## src/rtl/bpm_stream_merger.sv

```systemverilog
// Merges the CCW and CW BPM packet streams into one AXI stream.
// Each link buffers whole validated packets; a round-robin arbiter drains them.

module bpm_link_buf #(
  parameter int          PKT_SIZE_WORDS = 4,
  parameter int          FIFO_PKTS      = 2,
  parameter logic [15:0] MAGIC          = 16'hA5BE,
  localparam int         CW             = $clog2(FIFO_PKTS + 1)
) (
  input  logic          clk,
  input  logic          resetn,
  input  logic          enable,
  input  logic [31:0]   tdata,
  input  logic          tlast,
  input  logic          tvalid,
  input  logic          rd_en,
  output logic [32:0]   rd_word,
  output logic [CW-1:0] pkt_cnt,
  output logic [15:0]   drop_cnt,
  output logic [15:0]   bad_cnt
);
  localparam int DEPTH = FIFO_PKTS * PKT_SIZE_WORDS;
  localparam int PW    = (DEPTH > 1) ? $clog2(DEPTH) : 1;
  localparam int OW    = $clog2(DEPTH + 1);
  localparam int IW    = $clog2(PKT_SIZE_WORDS + 1);

  typedef enum logic [1:0] {IN_HDR, IN_BODY, IN_SKIP} in_state_t;

  logic [32:0]   mem [DEPTH];
  in_state_t     in_st, in_st_n;
  logic [PW-1:0] wr_ptr, cmt_ptr, rd_ptr;
  logic [OW-1:0] occ, occ_eff;
  logic [IW-1:0] idx;
  logic          hdr_ok, ok_hdr, at_last, room, rd_last;
  logic          accept, wr_en, commit, rewind, bad, drop;

  function automatic logic [PW-1:0] inc(input logic [PW-1:0] p);
    return (p == PW'(DEPTH - 1)) ? '0 : p + 1'b1;
  endfunction

  function automatic logic [15:0] sat(input logic [15:0] c);
    return (c == 16'hFFFF) ? c : c + 16'd1;
  endfunction

  assign rd_word = mem[rd_ptr];
  assign rd_last = rd_en & rd_word[32];
  assign at_last = (idx == IW'(PKT_SIZE_WORDS - 1));
  assign ok_hdr  = (in_st == IN_HDR) ? (tdata[31:16] == MAGIC) : hdr_ok;
  // occ counts committed, unread words; a word read this cycle frees its slot now
  assign occ_eff = occ - OW'(rd_en);
  assign room    = (occ_eff <= OW'(DEPTH - PKT_SIZE_WORDS));

  always_comb begin
    in_st_n = in_st;
    accept  = 1'b0;
    wr_en   = 1'b0;
    commit  = 1'b0;
    rewind  = 1'b0;
    bad     = 1'b0;
    drop    = 1'b0;
    if (tvalid) begin
      case (in_st)
        IN_HDR: begin
          if (!enable) begin
            if (!tlast) in_st_n = IN_SKIP;
          end else if (!room) begin
            drop = 1'b1;
            if (!tlast) in_st_n = IN_SKIP;
          end else begin
            accept = 1'b1;
          end
        end
        IN_BODY: accept = 1'b1;
        default: if (tlast) in_st_n = IN_HDR;
      endcase
    end
    if (accept) begin
      if (tlast) begin
        in_st_n = IN_HDR;
        if (at_last && ok_hdr) begin
          wr_en  = 1'b1;
          commit = 1'b1;
        end else begin
          bad    = 1'b1;
          rewind = 1'b1;
        end
      end else if (at_last) begin
        // missing tlast: drop what we have and swallow beats up to the next tlast
        bad     = 1'b1;
        rewind  = 1'b1;
        in_st_n = IN_SKIP;
      end else begin
        wr_en   = 1'b1;
        in_st_n = IN_BODY;
      end
    end
  end

  always_ff @(posedge clk) begin
    if (wr_en) mem[wr_ptr] <= {tlast, tdata};
  end

  always_ff @(posedge clk) begin
    if (!resetn) begin
      in_st    <= IN_HDR;
      wr_ptr   <= '0;
      cmt_ptr  <= '0;
      rd_ptr   <= '0;
      occ      <= '0;
      idx      <= '0;
      hdr_ok   <= 1'b0;
      pkt_cnt  <= '0;
      drop_cnt <= '0;
      bad_cnt  <= '0;
    end else begin
      in_st <= in_st_n;
      if (accept) begin
        idx    <= (in_st_n == IN_BODY) ? idx + 1'b1 : '0;
        hdr_ok <= ok_hdr;
      end
      if (commit) begin
        wr_ptr  <= inc(wr_ptr);
        cmt_ptr <= inc(wr_ptr);
      end else if (rewind) begin
        wr_ptr <= cmt_ptr;
      end else if (wr_en) begin
        wr_ptr <= inc(wr_ptr);
      end
      if (rd_en) rd_ptr <= inc(rd_ptr);
      occ     <= occ_eff + (commit ? OW'(PKT_SIZE_WORDS) : '0);
      pkt_cnt <= pkt_cnt + CW'(commit) - CW'(rd_last);
      if (drop) drop_cnt <= sat(drop_cnt);
      if (bad)  bad_cnt  <= sat(bad_cnt);
    end
  end
endmodule

module bpm_stream_merger #(
  parameter int          PKT_SIZE_WORDS = 4,
  parameter int          FIFO_PKTS      = 2,
  parameter logic [15:0] MAGIC          = 16'hA5BE
) (
  input  logic        clk,
  input  logic        resetn,
  input  logic        enable,
  input  logic [31:0] ccw_tdata,
  input  logic        ccw_tlast,
  input  logic        ccw_tvalid,
  input  logic [31:0] cw_tdata,
  input  logic        cw_tlast,
  input  logic        cw_tvalid,
  output logic [31:0] m_tdata,
  output logic        m_tlast,
  output logic        m_tvalid,
  input  logic        m_tready,
  output logic        m_tuser,
  output logic [15:0] ccw_drop_cnt,
  output logic [15:0] cw_drop_cnt,
  output logic [15:0] ccw_bad_cnt,
  output logic [15:0] cw_bad_cnt
);
  localparam int NL = 2;
  localparam int CW = $clog2(FIFO_PKTS + 1);

  typedef enum logic {IDLE, SEND} arb_state_t;

  // link index 0 = CCW, 1 = CW (matches m_tuser encoding)
  logic [NL-1:0][31:0]   s_tdata;
  logic [NL-1:0]         s_tlast, s_tvalid, rd_en, elig;
  logic [NL-1:0][32:0]   rd_word;
  logic [NL-1:0][CW-1:0] pkt_cnt;
  logic [NL-1:0][15:0]   drop_cnt, bad_cnt;

  arb_state_t state, state_n;
  logic       grant, grant_n, last_srv, last_n, ref_last, end_pkt;
  logic [32:0] cur;

  assign s_tdata  = {cw_tdata, ccw_tdata};
  assign s_tlast  = {cw_tlast, ccw_tlast};
  assign s_tvalid = {cw_tvalid, ccw_tvalid};

  for (genvar i = 0; i < NL; i++) begin : g_link
    bpm_link_buf #(
      .PKT_SIZE_WORDS(PKT_SIZE_WORDS),
      .FIFO_PKTS     (FIFO_PKTS),
      .MAGIC         (MAGIC)
    ) u_link (
      .clk     (clk),
      .resetn  (resetn),
      .enable  (enable),
      .tdata   (s_tdata[i]),
      .tlast   (s_tlast[i]),
      .tvalid  (s_tvalid[i]),
      .rd_en   (rd_en[i]),
      .rd_word (rd_word[i]),
      .pkt_cnt (pkt_cnt[i]),
      .drop_cnt(drop_cnt[i]),
      .bad_cnt (bad_cnt[i])
    );
  end

  assign cur     = rd_word[grant];
  assign end_pkt = (state == SEND) && m_tready && cur[32];

  always_comb begin
    state_n  = state;
    grant_n  = grant;
    last_n   = last_srv;
    ref_last = last_srv;
    elig     = '0;
    rd_en    = '0;
    case (state)
      IDLE: begin
        elig[0] = (pkt_cnt[0] != '0);
        elig[1] = (pkt_cnt[1] != '0);
      end
      default: begin
        rd_en[grant] = m_tready;
        if (end_pkt) begin
          // the packet being finished is still counted, so its link needs two
          state_n       = IDLE;
          last_n        = grant;
          ref_last      = grant;
          elig[grant]   = (pkt_cnt[grant] > CW'(1));
          elig[~grant]  = (pkt_cnt[~grant] != '0);
        end
      end
    endcase
    if (elig != '0) begin
      state_n = SEND;
      grant_n = (&elig) ? ~ref_last : elig[1];
    end
  end

  always_ff @(posedge clk) begin
    if (!resetn) begin
      state    <= IDLE;
      grant    <= 1'b0;
      last_srv <= 1'b1;
    end else begin
      state    <= state_n;
      grant    <= grant_n;
      last_srv <= last_n;
    end
  end

  assign m_tvalid     = (state == SEND);
  assign m_tdata      = m_tvalid ? cur[31:0] : '0;
  assign m_tlast      = m_tvalid & cur[32];
  assign m_tuser      = m_tvalid & grant;
  assign ccw_drop_cnt = drop_cnt[0];
  assign cw_drop_cnt  = drop_cnt[1];
  assign ccw_bad_cnt  = bad_cnt[0];
  assign cw_bad_cnt   = bad_cnt[1];
endmodule

```

## config.mk

```make
export PLATFORM = sky130hd
export DESIGN_NAME = bpm_stream_merger
export DESIGN_NICKNAME = d
export VERILOG_FILES = /design/src/rtl/bpm_stream_merger.sv
export SDC_FILE = /design/constraint.sdc
export NUM_CORES = 1
export LEC_CHECK = 0
export ABC_AREA = 0
export CAP_MARGIN = 20
export CORE_MARGIN = 2
export CORE_UTILIZATION = 35
export DETAILED_ROUTE_END_ITERATION = 12
export PLACE_DENSITY = 0.62
export SETUP_SLACK_MARGIN = 0.2
export SLEW_MARGIN = 20
export SYNTH_ARGS = -nofsm -noshare
export SYNTH_HDL_FRONTEND = slang
export SYNTH_SLANG_ARGS = --single-unit
```

## constraint.sdc

```tcl
create_clock -name clk -period 19.2 [get_ports clk]
set_clock_uncertainty 0.05 [all_clocks]
set_input_delay 3.84 -clock clk [delete_from_list [all_inputs] [get_ports clk]]
set_output_delay 3.84 -clock clk [all_outputs]
set_load 0.01 [all_outputs]
```

# Yosys cells after proc, flatten, opt, wreduce, memory -nomap -nowiden
# Memories as Yosys holds them, arrays and structs flattened. A register that Yosys moved wholly into a read port is not among the register bits.
# Cells that the tools add are included.
# op_classes
bitwise,12
muxes,99
n_eq_ne,16
magnitude_cmp,7
n_reduce_logical,19
div_mod_pow,0
n_mul,0
add_sub_neg,18
shift,0
# op_table
operator,n
$eq 16x16->1 const B,6
$mux 33,2
$add 16x1->16 const B,4
$mux 3,18
$mux 1,48
$mux 2,23
$mux 32,1
$add 3x1->3 const B,6
$eq 3x3->1 const B,4
$reduce_and 2->1,5
$add 4x4->4,2
$eq 2x1->1 const B,4
$le 4x3->1 const B,2
$pmux 2 s2,2
$reduce_bool 2->1,4
$sub 4x1->4,2
$eq 3x2->1 const B,2
$logic_and 1x1->1,6
$not 1->1,6
$reduce_bool 3->1,2
$add 2x1->2,2
$and 1x1->1,4
$and 2x2->2,2
$logic_not 2->1,2
other kinds (7),12
# totals
mem_bits_rw,528
reg_bits,109
latchBits,0
mem_bits_ro,0
memories,2
# memory_table
name,words,word_bits,rd,rd_clocked_by_memory_dff,wr,line,text
g_link[0].u_link.mem,8,33,1,1,1,29,logic [32:0] mem [DEPTH];
g_link[1].u_link.mem,8,33,1,1,1,29,

# Logic depth before layout (Yosys ltp)
# Gate-level depths: netlist of the first run.
# logic_depth
depth_word,16
depth_mapped,13
ltp_nobuf,10

# Modules after synthesis
# Synthesis of the first run repeated with hierarchy kept, for this count alone.
# hier_totals
cells_unflattened,1503
area_unflattened_um2,26163.8
# modules_own_cells
module,cells_each,area_per_inst_um2,instances
bpm_link_buf (g_link[0].u_link),704,12731.0,1
bpm_link_buf (g_link[1].u_link),703,12624.6,1
bpm_stream_merger,96,808.3,1

# Worst setup path after synthesis of the first run
# Ideal clock, no wire load.
# synth_timing
path_type,in2reg
startpoint,input m_tready
endpoint,"memory g_link[0].u_link.mem[6][0], enable pin"
required_ns,18.644
setup_slack_ns,10.243
setup_time_ns,0.506
stages,9
path_buffers,1
arrival_ns,8.401
path_cell_list,nand2_1 > nor2_1 > ha_1 > ha_1 > xnor2_2 > o32a_1 > nand3_1 > clkbuf_1 > nor4_1
# synth_via
elab_chain_cells,11
# synth_rtl
element,line,text
start: declaration,155,"input logic m_tready,"
$and 2x2->2 (no source line),--,
$mux 2,212,case (state)
named net g_link[0].u_link.rd_en,16,"input logic rd_en,"
$sub 4x1->4,50,assign occ_eff = occ - OW'(rd_en);
$le 4x3->1,51,assign room = (occ_eff <= OW'(DEPTH - PKT_SIZE_WORDS));
$mux 1,66,end else if (!room) begin
$mux 1,64,if (!enable) begin
$pmux 1 s2,62,case (in_st)
$mux 1,61,if (tvalid) begin
$mux 1,77,if (accept) begin
$mux 1,100,"if (wr_en) mem[wr_ptr] <= {tlast, tdata};"
$mux 1 (implied by the code),100,
end: declaration,29,
# The timed path passes the listed nets, and every way through them passes these cells.

==> results of run 1 <==
[logic make-up after synthesis]
family | count (synthesis) | synth area share (%)
fa+ha+maj | 22 | 1.06
mux | 220 | 14.9
simple gates | 340 | 6.86
compound gates | 166 | 4.61
buf+inv | 110 | 1.69
flops | 643 | 69.7
xor+xnor | 34 | 1.20
[layer usage]
layer	track usage (%)	wire (µm)
met3	3.67	3850
met4	3.54	1060
met5	0	41
met1	21.3	26100
met2	23.2	26600
[cell type report]
class / instances / area (µm²)
Clock inverter: 29 / 250
Fill cell: 6611 / 43100
Antenna cell: 2 / 5.00
Clock buffer: 86 / 1770
Tap cell: 969 / 1210
Sequential cell: 643 / 18200
Inverter: 30 / 113
Multi-Input combinational cell: 782 / 7520
Timing Repair Buffer: 197 / 1920
[synth_stat cells (all sizes together), types with 5 or more instances]
library cell | instances | area share (%)
a211oi | 8 | 0.23
mux2 | 32 | 1.4
nor3 | 26 | 0.58
o21ai | 20 | 0.38
o31ai | 22 | 0.63
xor2 | 5 | 0.17
nand2b | 7 | 0.17
clkbuf | 48 | 0.69
a21oi | 47 | 0.90
nand2 | 73 | 1.1
or3 | 10 | 0.24
buf | 32 | 0.56
dfxtp | 115 | 8.8
xnor2 | 29 | 1.0
edfxtp | 528 | 61
nor4 | 14 | 0.36
nor2b | 6 | 0.14
mux4 | 130 | 11
o211a | 35 | 1.3
or2 | 6 | 0.14
mux2i | 58 | 2.2
or4 | 21 | 0.61
nand4 | 14 | 0.34
ha | 22 | 1.1
nor3b | 12 | 0.38
nor2 | 84 | 1.2
inv | 30 | 0.43
and3 | 13 | 0.31
nand3 | 33 | 0.63
[report_power, final]
part | switching [mW] | total (mW) | internal (mW)
clock network | 0.514 | 1.21 | 0.694
registers | 0.00561 | 1.53 | 1.52
logic | 0.0444 | 0.0730 | 0.0286
[per-stage QoR]
| stage | utilization [%] | hold slack, ns | setup WS [ns] | power, mW |
|---|---|---|---|---|
| 5_1_grt | 41.8 | 0.453 | 11.08 | 2.90 |
| 3_5_place_dp | 39.0 | 0.426 | 10.82 | 1.63 |
| 2_1_floorplan | - | 0.398 | 10.24 | 1.59 |
| 3_3_place_gp | 39.0 | 0.409 | 11.02 | 1.63 |
| 6_report | 41.8 | 0.430 | 11.40 | 2.81 |
| 4_1_cts | 41.7 | 0.433 | 11.22 | 2.84 |
[critical path, stage by stage, from the launching register on]
cell and delay, ns:
dfxtp_4 0.79, buf_4 0.70, mux4_2 0.58, mux2i_1 0.31, nand2_1 0.13, o211a_1 0.21, clkdlybuf4s50_1 0.55
[registers in the layout, indices dropped and copies added, names as in the netlist, named ones only]
| name | cells |
|---|---|
| g_link.u_link.rd_ptr | 6 |
| grant | 1 |
| g_link.u_link.drop_cnt | 32 |
| g_link.u_link.idx | 6 |
| g_link.u_link.wr_ptr | 6 |
| g_link.u_link.occ | 8 |
| g_link.u_link.bad_cnt | 32 |
| g_link.u_link.cmt_ptr | 6 |
| last_srv | 1 |
| g_link.u_link.mem | 528 |
| m_tvalid | 1 |
| g_link.u_link.in_st | 4 |
| g_link.u_link.hdr_ok | 2 |
| g_link.u_link.pkt_cnt | 4 |
[final timing paths]
path | startpoint | endpoint | cells after the start | slack (ns)
worst max-delay path | register | m_tdata[28] | 6 | 11.40
worst min-delay path | g_link[0].u_link.idx[0]$_SDFFE_PN0N_ | g_link[0].u_link.idx[0]$_SDFFE_PN0N_ | 2 | 0.43
worst min register to register | g_link[0].u_link.idx[0]$_SDFFE_PN0N_ | g_link[0].u_link.idx[0]$_SDFFE_PN0N_ | 2 | 0.43
worst max register to register | m_tvalid$_SDFF_PN0_ | g_link[1].u_link.mem[4][29]$_DFFE_PP_ | 10 | 14.77
==> impl_results.md, run 1 <==
- Hold WC Path Type: reg -> reg
- DP Wirelength: 35100 µm
- Mapped Nets: 1629
- Ratio of cells with drive above 1 in the final layout: 17.8%
- WP data required: 15.31 ns
- Die width: 277 µm
- CP Max Fanout: 35
- Minimum clock period: 7.80 ns
- Clk slew on worst S/H paths: 0.06 ns
- First-pass GRT wire length: 88100 µm
- Largest net degree at the start of global routing: 68
- Worst Path Arrival: 3.91 ns
- First-pass DRT Iterations: 7
- Syn Inst Count: 1535
- Post-Route WL: 57700 µm
- Clock root buffer: clkbuf_16
- Postcts setup bufs: 0
- Total gr overflow: 0
- Number of hold buffers added after cts: 0
- Vias in the first global route: 14400
- WL per Instance: 21.1 µm
- CTS Buffer Depth: 3
- Initial DRC count: 1158
- Seq/Total Area, Yosys: 69.7%
- Pwr Density: 90.7 mW/mm²
- Seq cells post-synth: 643
- Slew @ Worst Pin: 1.08 ns
- FFs w/ async S/R, synth: 0%
- Final setup TNS: 0 ns
- Max-slew violation count: 0
- Synth Flop Type: edfxtp_1
- Post-route DRC: 0
- EDFF count, synth: 528
- Post-CTS sizing: 0
- Mapped Area: 0.0260 mm²
- Status: complete, no violations
- Cell Area, Placed: 0.0289 mm²
- Slew HR: 28.3%
- Via Count: 14400
- P_leak: 9.84 nW
- Area growth syn-to-layout: 18.9%
- Initial Util: 35.2%
- Nets: 1814
- Ports: 171
- Critical Setup Path Class: reg -> out
- Maximum VDD drop: 0.0562 mV
- Antenna viol nets, final: 0
- CTS sink cnt: 643
- Num CTS Buffers: 66
- Final Non-Filler Cells: 2738
- Synth Area per Inst: 17.0 µm²
- Die Y: 277 µm
- RSZ-0062 raised after global routing: no
- CP Launch Type: register
- Routability cong.: 0.777
- Warning count from the yosys run: 0
- Distinct cells, synth: 68
- Latest clock arrival within the worst-skew pair: 0.59 ns
- Initial antenna violation count: 3
- Max cap viols: 0
- Vias per cell: 5.25
- Finished Cell Area: 0.0310 mm²
- CP Capture Type: primary output
- Placed insts: 2619
- Final Hold Viols: 0
- Core footprint: 0.0741 mm²
- I/O Buffers: 170
- Most frequent cells in the layout: 528 x edfxtp_1, 170 x clkdlybuf4s50_1, 130 x mux4_2
- Core Rows: 100
- Final setup vio count: 0
- H-tree depth: 3
- CTS tree: yes
- Tcrit/Tclk final: 40.6%
- Fmax: 0.128 GHz
- Commonest non-fill, non-tap cell in the layout: edfxtp_1
- GRT Util Overall: 15.0%
- Die area: 0.0766 mm²
Power figures use the tool's default switching activity.
==> run 2, diff against run 1 <==
clock period = 7.6 ns   (was 19.2 ns; I/O delays follow)
==> run 2 against run 1 <==
Effect of this change:
- sequential share of layout area hardly changed
- power grew to 2.5 times the previous value
- global-route usage increased by 0.18 points
- setup slack lost 9.2 ns
- critical endpoint is now m_tdata[14]
- highest routed layer unchanged
==> impl_results.md, run 2 (synthesis gave the netlist of run 1 again) <==
- CTS sink cnt: 643 (unchanged)
- P_leak: 9.84 nW (about the same)
- Total gr overflow: 0 (unchanged)
- CP Launch Type: register
- I/O Buffers: 170 (unchanged)
- WP data required: 6.03 ns (-9.28 ns)
- Latest clock arrival within the worst-skew pair: 0.59 ns (about the same)
- Worst Reg-to-Reg Cells: 11 (+1)
- Initial DRC count: 1107 (-4.4%)
- Largest net degree at the start of global routing: 72 (+5.9%)
- Final setup vio count: 0 (unchanged)
- Tcrit/Tclk final: 70.6%
- Critical Setup Path Class: reg -> out
- H-tree depth: 3 (unchanged)
- Power after layout: 7.09 mW (+150%)
- Ratio of cells with drive above 1 in the final layout: 17.5% (-0.26 points)
- Antenna viol nets, final: 0 (unchanged)
- CTS Buffer Depth: 3 (unchanged)
- Initial Util: 35.2% (unchanged)
- Core Rows: 100 (unchanged)
- Die area: 0.0766 mm² (unchanged)
- Slew HR: 38.7% (+10 points)
- Status: complete, no violations
- Multi-input gate area: 0.00752 mm² (unchanged)
- First-pass GRT wire length: 89000 µm (+0.95%)
- Max-slew violation count: 0 (unchanged)
- RSZ-0062 raised after global routing: no
- Final Hold Viols: 0 (unchanged)
- Max cap viols: 0 (unchanged)
- Nets: 1816 (+0.11%)
- Antenna cells: 0 (-2)
- Area growth syn-to-layout: 18.9% (about the same)
- Post-CTS sizing: 0 (unchanged)
- CTS tree: yes
- Die width: 277 µm (unchanged)
- Via Count: 14300 (-0.78%)
- Num CTS Buffers: 67 (+1.5%)
- Post-Route WL: 58400 µm (+1.4%)
- Vias per cell: 5.21 (-0.82%)
- Fmax: 0.186 GHz
- Postcts setup bufs: 0 (unchanged)
- DP Wirelength: 35700 µm (+1.6%)
- Hold WC Path Type: reg -> reg
- Register name with the most flops: g_link.u_link.mem
- Worst Path Arrival: 3.79 ns (-0.12 ns)
- Initial antenna violation count: 7 (+4)
- Final setup TNS: 0 ns (unchanged)
- Minimum clock period: 5.36 ns
- Largest register FFs: 528 (unchanged)
- First-pass DRT Iterations: 5 (-2)
- Maximum VDD drop: 0.131 mV (+130%)
- Ports: 171 (unchanged)
- Final Non-Filler Cells: 2739 (+0.037%)
- Commonest non-fill, non-tap cell in the layout: edfxtp_1
- Core footprint: 0.0741 mm² (unchanged)
- Worst flop-to-flop path endpoint: g_link[0].u_link.bad_cnt[8]$_SDFFE_PN0P_
- Post-route DRC: 0 (unchanged)
- Worst r2r src: m_tvalid$_SDFF_PN0_
- Pwr Density: 229 mW/mm² (+150%)
- Most frequent cells in the layout: 528 x edfxtp_1, 170 x clkdlybuf4s50_1, 130 x mux4_2
- Fillcell total: 6580 (-0.47%)
- Vias in the first global route: 14500 (+0.67%)
- WL per Instance: 21.3 µm (+1.3%)
- Clock root buffer: clkbuf_16
- Clk slew on worst S/H paths: 0.06 ns (about the same)
- CP Max Fanout: 37 (+5.7%)
- CP Capture Point: m_tdata[14]
- Slew @ Worst Pin: 0.914 ns (-0.161 ns)
- Register area: 0.0182 mm² (unchanged)
- Routability cong.: 0.786 (+1.1%)
- CP Capture Type: primary output
- Worst reg2reg setup slack: 3.54 ns (-11.23 ns)
- Placed insts: 2620 (+0.038%)
- Worst Hold Depth: 2 (unchanged)
- GRT Util Overall: 15.2% (+0.18 points)
- Number of hold buffers added after cts: 0 (unchanged)
- Die Y: 277 µm (unchanged)
- Largest registers: g_link.u_link.mem: 528 flops, g_link.u_link.bad_cnt: 32 flops, g_link.u_link.drop_cnt: 32 flops
[run 2: layout make-up]
type	instances	share of cell area (%)
flip-flops and latches	643	58.7
multi-input cells	782	24.3
repair buffers	198	6.25
clock buffers	90	5.93
well taps	969	3.91
inverters	30	0.364
clock inverters	27	0.594
[run 2: worst max-delay path, cell delays in order, from the launching register on]
cell             delay (ns)
dfxtp_4                0.81
buf_4                  0.63
mux4_2                 0.58
mux2_2                 0.31
o211a_1                0.26
clkdlybuf4s50_1        0.50
[run 2: metrics by stage]
step / setup WS [ns] / util, % / hold slack, ns / area, µm²
floorplan: 0.963 / - / 0.398 / 26000
global placement: 2.00 / 39.0 / 0.411 / 28900
detailed placement: 2.14 / 39.0 / 0.421 / 28900
CTS: 2.08 / 41.8 / 0.429 / 30900
global route: 1.92 / 41.8 / 0.449 / 31000
finish: 2.24 / 41.8 / 0.429 / 31000
[run 2: how the worst min path moves through the flow]
stage               slack [ns]                              endpoint                                  from
floorplan                 0.40  g_link[0].u_link.idx[0]$_SDFFE_PN0N_  g_link[0].u_link.idx[0]$_SDFFE_PN0N_
finish                    0.43  g_link[1].u_link.idx[1]$_SDFFE_PN0N_  g_link[1].u_link.idx[1]$_SDFFE_PN0N_
global placement          0.41  g_link[0].u_link.idx[1]$_SDFFE_PN0N_  g_link[0].u_link.idx[1]$_SDFFE_PN0N_
detailed placement        0.42  g_link[1].u_link.idx[1]$_SDFFE_PN0N_  g_link[1].u_link.idx[1]$_SDFFE_PN0N_
CTS                       0.43  g_link[1].u_link.idx[1]$_SDFFE_PN0N_  g_link[1].u_link.idx[1]$_SDFFE_PN0N_
global route              0.45  g_link[0].u_link.idx[2]$_SDFFE_PN0N_  g_link[0].u_link.idx[2]$_SDFFE_PN0N_
[run 2: layer usage]
layer	wire length (µm)	vias to the layer above	track usage, %
met2	27300	371	23.9
met1	26100	7276	20.8
met3	4030	80	4.52
met4	939	14	3.43
met5	89	-	0
li1	-	6518	-
[run 2: power by group]
group	switching, mW	internal, mW	leakage [nW]
combinational	0.112	0.0723	3.17
clock	1.31	1.73	0.980
sequential	0.0143	3.84	5.69
total	1.44	5.65	9.84
==> run 3, diff against run 2 <==
PLACE_DENSITY = 0.64   (was 0.62)
clock period = 4.8 ns   (was 7.6 ns; I/O delays follow)
==> run 3 against run 2 <==
Effect of this change:
- critical path depth did not move
- sequential share of layout area shrank 0.71 points
- largest power group unchanged
- cell area increased by 1.2%
- critical path type unchanged
- sequential power rose by 58%
- final cell count grew 0.55%
- critical endpoint is now m_tdata[5]
- via count is 1.0% higher
==> impl_results.md, run 3 (synthesis gave the netlist of run 1 again) <==
- Finished Cell Area: 0.0314 mm² (+1.2%)
- Clk slew on worst S/H paths: 0.06 ns (about the same)
- Largest register FFs: 528 (unchanged)
- Core footprint: 0.0741 mm² (unchanged)
- Final setup vio count: 0 (unchanged)
- Ports: 171 (unchanged)
- Sw Pwr: 2.30 mW (+60%)
- Seq pwr share: 54.1% (-0.3 points)
- Initial Util: 35.2% (unchanged)
- Tcrit/Tclk final: 90.9%
- Slew @ Worst Pin: 0.921 ns (+0.00703 ns)
- Hold WC Path Type: reg -> reg
- Clock root buffer: clkbuf_16
- Pwr Density: 360 mW/mm² (+57%)
- Largest registers: g_link.u_link.mem: 528 flops, g_link.u_link.bad_cnt: 32 flops, g_link.u_link.drop_cnt: 32 flops
- Routability cong.: 0.824 (+4.9%)
- Maximum VDD drop: 0.224 mV (+71%)
- Commonest non-fill, non-tap cell in the layout: edfxtp_1
- Post-Route WL: 59200 µm (+1.3%)
- Latest clock arrival within the worst-skew pair: 0.63 ns (+0.04 ns)
- Final core utilization: 42.3% (+0.51 points)
- Core Rows: 100 (unchanged)
- CTS sink cnt: 643 (unchanged)
- Worst Reg-to-Reg Cells: 10 (-1)
- CP Cell Sequence: buf_12 > mux4_2 > mux2_2 > o211a_1 > clkdlybuf4s50_1
- Switching Fraction: 20.3% (about the same)
- Area growth syn-to-layout: 20.4%
- Total gr overflow: 0 (unchanged)
- Worst flop-to-flop path endpoint: g_link[0].u_link.bad_cnt[3]$_SDFFE_PN0P_
- H-tree depth: 2 (-1)
- Vias in the first global route: 14700 (+1.9%)
- Initial antenna violation count: 7 (unchanged)
- Max cap viols: 0 (unchanged)
- Num CTS Buffers: 61 (-9.0%)
- CP max-delay cell: dfxtp_4
- DP Wirelength: 37400 µm (+4.8%)
- Number of hold buffers added after cts: 0 (unchanged)
- Register name with the most flops: g_link.u_link.mem
- Minimum clock period: 4.36 ns
- Die Y: 277 µm (unchanged)
- Worst Hold Depth: 2 (unchanged)
- WP data required: 3.79 ns (-2.24 ns)
- WL per Instance: 21.5 µm (+0.78%)
- Power after layout: 11.3 mW (+59%)
- CTS Buffer Depth: 3 (unchanged)
- Largest net degree at the start of global routing: 70 (-2.8%)
- Vias per cell: 5.23 (+0.45%)
- Clock Power Share: 43.2% (+0.2 points)
- Post-route DRC: 0 (unchanged)
- RSZ-0062 raised after global routing: no
- HP Start: g_link[0].u_link.idx[1]$_SDFFE_PN0N_
- Hold endpoint: g_link[0].u_link.idx[1]$_SDFFE_PN0N_
- CP peak stage delay: 0.73 ns (-0.08 ns)
- Fmax: 0.229 GHz
- GRT Util Overall: 15.3% (+0.13 points)
- First-pass DRT Iterations: 5 (unchanged)
- Antenna viol nets, final: 0 (unchanged)
- Most frequent cells in the layout: 528 x edfxtp_1, 170 x clkdlybuf4s50_1, 130 x mux4_2
- Cell Area, Placed: 0.0293 mm² (+1.2%)
- Slew HR: 38.3% (-0.47 points)
- Hold WS: 0.432 ns (+0.00284 ns)
- Die area: 0.0766 mm² (unchanged)
- Status: complete, no violations
- Antenna cells: 0 (unchanged)
- Power Internal: 9.00 mW (+59%)
- CP delay by family, top: multiplexers
- Nets: 1826 (+0.55%)
- Die width: 277 µm (unchanged)
- Worst r2r src: m_tvalid$_SDFF_PN0_
- Final Hold Viols: 0 (unchanged)
- Via Count: 14400 (+1.0%)
- Ratio of cells with drive above 1 in the final layout: 18.5% (+1.0 points)
- Worst reg2reg setup slack: 1.19 ns (-2.35 ns)
- P_leak: 9.98 nW (+1.5%)
- CP bufs+invs: 2 (unchanged)
- Worst Path Arrival: 3.35 ns (-0.44 ns)
- First-pass GRT wire length: 89800 µm (+0.97%)
- CP Max Fanout: 31 (-16%)
- Max-slew violation count: 0 (unchanged)
- Initial DRC count: 1047 (-5.4%)
- Critical Setup Path Class: reg -> out
- CTS tree: yes
- CP Launch Type: register
- CP Capture Type: primary output
- Combinational power share: 2.7% (about the same)
- Final setup TNS: 0 ns (unchanged)
- I/O Buffers: 170 (unchanged)
## run 3: worst reg2reg max path: cells and delay by family (launching register included)
kind                     cells  cell delay, ns
adder cells (fa/ha/maj)      2            0.42
AND/OR/NAND/NOR              4            1.33
AO/OA/AOI/OAI                3            1.11
XOR/XNOR                     1            0.16
flip-flops                   1            0.45
## run 3: power groups by stage
stage	registers [mW]	clock network (mW)	logic (mW)
2_1_floorplan	6.22	0	0.126
3_3_place_gp	6.22	0	0.298
3_5_place_dp	6.23	0	0.309
4_1_cts	6.10	5.01	0.310
5_1_grt	6.11	5.22	0.332
6_report	6.10	4.88	0.305
## run 3: through the flow
stage | std cells | setup slack (ns)
after floorplan | 1535 | -0.786
after global placement | 2637 | 0.321
after detailed placement | 2637 | 0.174
after CTS | 2753 | 0.301
after global routing | 2754 | 0.231
final | 2754 | 0.436
## run 3: cell type report
| class | instances | area [µm²] |
|---|---|---|
| Fill cell | 6546 | 42700 |
| Timing Repair Buffer | 214 | 2250 |
| Clock buffer | 80 | 1640 |
| Clock inverter | 36 | 417 |
| Tap cell | 969 | 1210 |
| Multi-Input combinational cell | 782 | 7550 |
| Inverter | 30 | 113 |
| Sequential cell | 643 | 18200 |
## run 3: timing repair
item                                    4_1_cts  5_1_grt
gates resized for setup                       0        1
setup buffers                                 0        1
endpoints found under the setup margin        0        2
## run 3: layer usage
layer  part of all wire, %  GRT usage [%]
met4                   1.3           3.25
met2                    48           24.5
met5                  0.16              0
met3                   7.5           4.35
met1                    43           20.8
## run 3: how the worst max path moves through the flow
stage / from / endpoint / slack (ns) / depth (start not counted)
floorplan: m_tready / g_link[0].u_link.mem[5][0]$_DFFE_PP_ / -0.79 / 10
global placement: m_tready / g_link[0].u_link.bad_cnt[11]$_SDFFE_PN0P_ / 0.32 / 11
detailed placement: m_tready / g_link[0].u_link.bad_cnt[3]$_SDFFE_PN0P_ / 0.17 / 11
CTS: register / m_tlast / 0.30 / 5
global route: register / m_tdata[19] / 0.23 / 5
finish: register / m_tdata[5] / 0.44 / 5
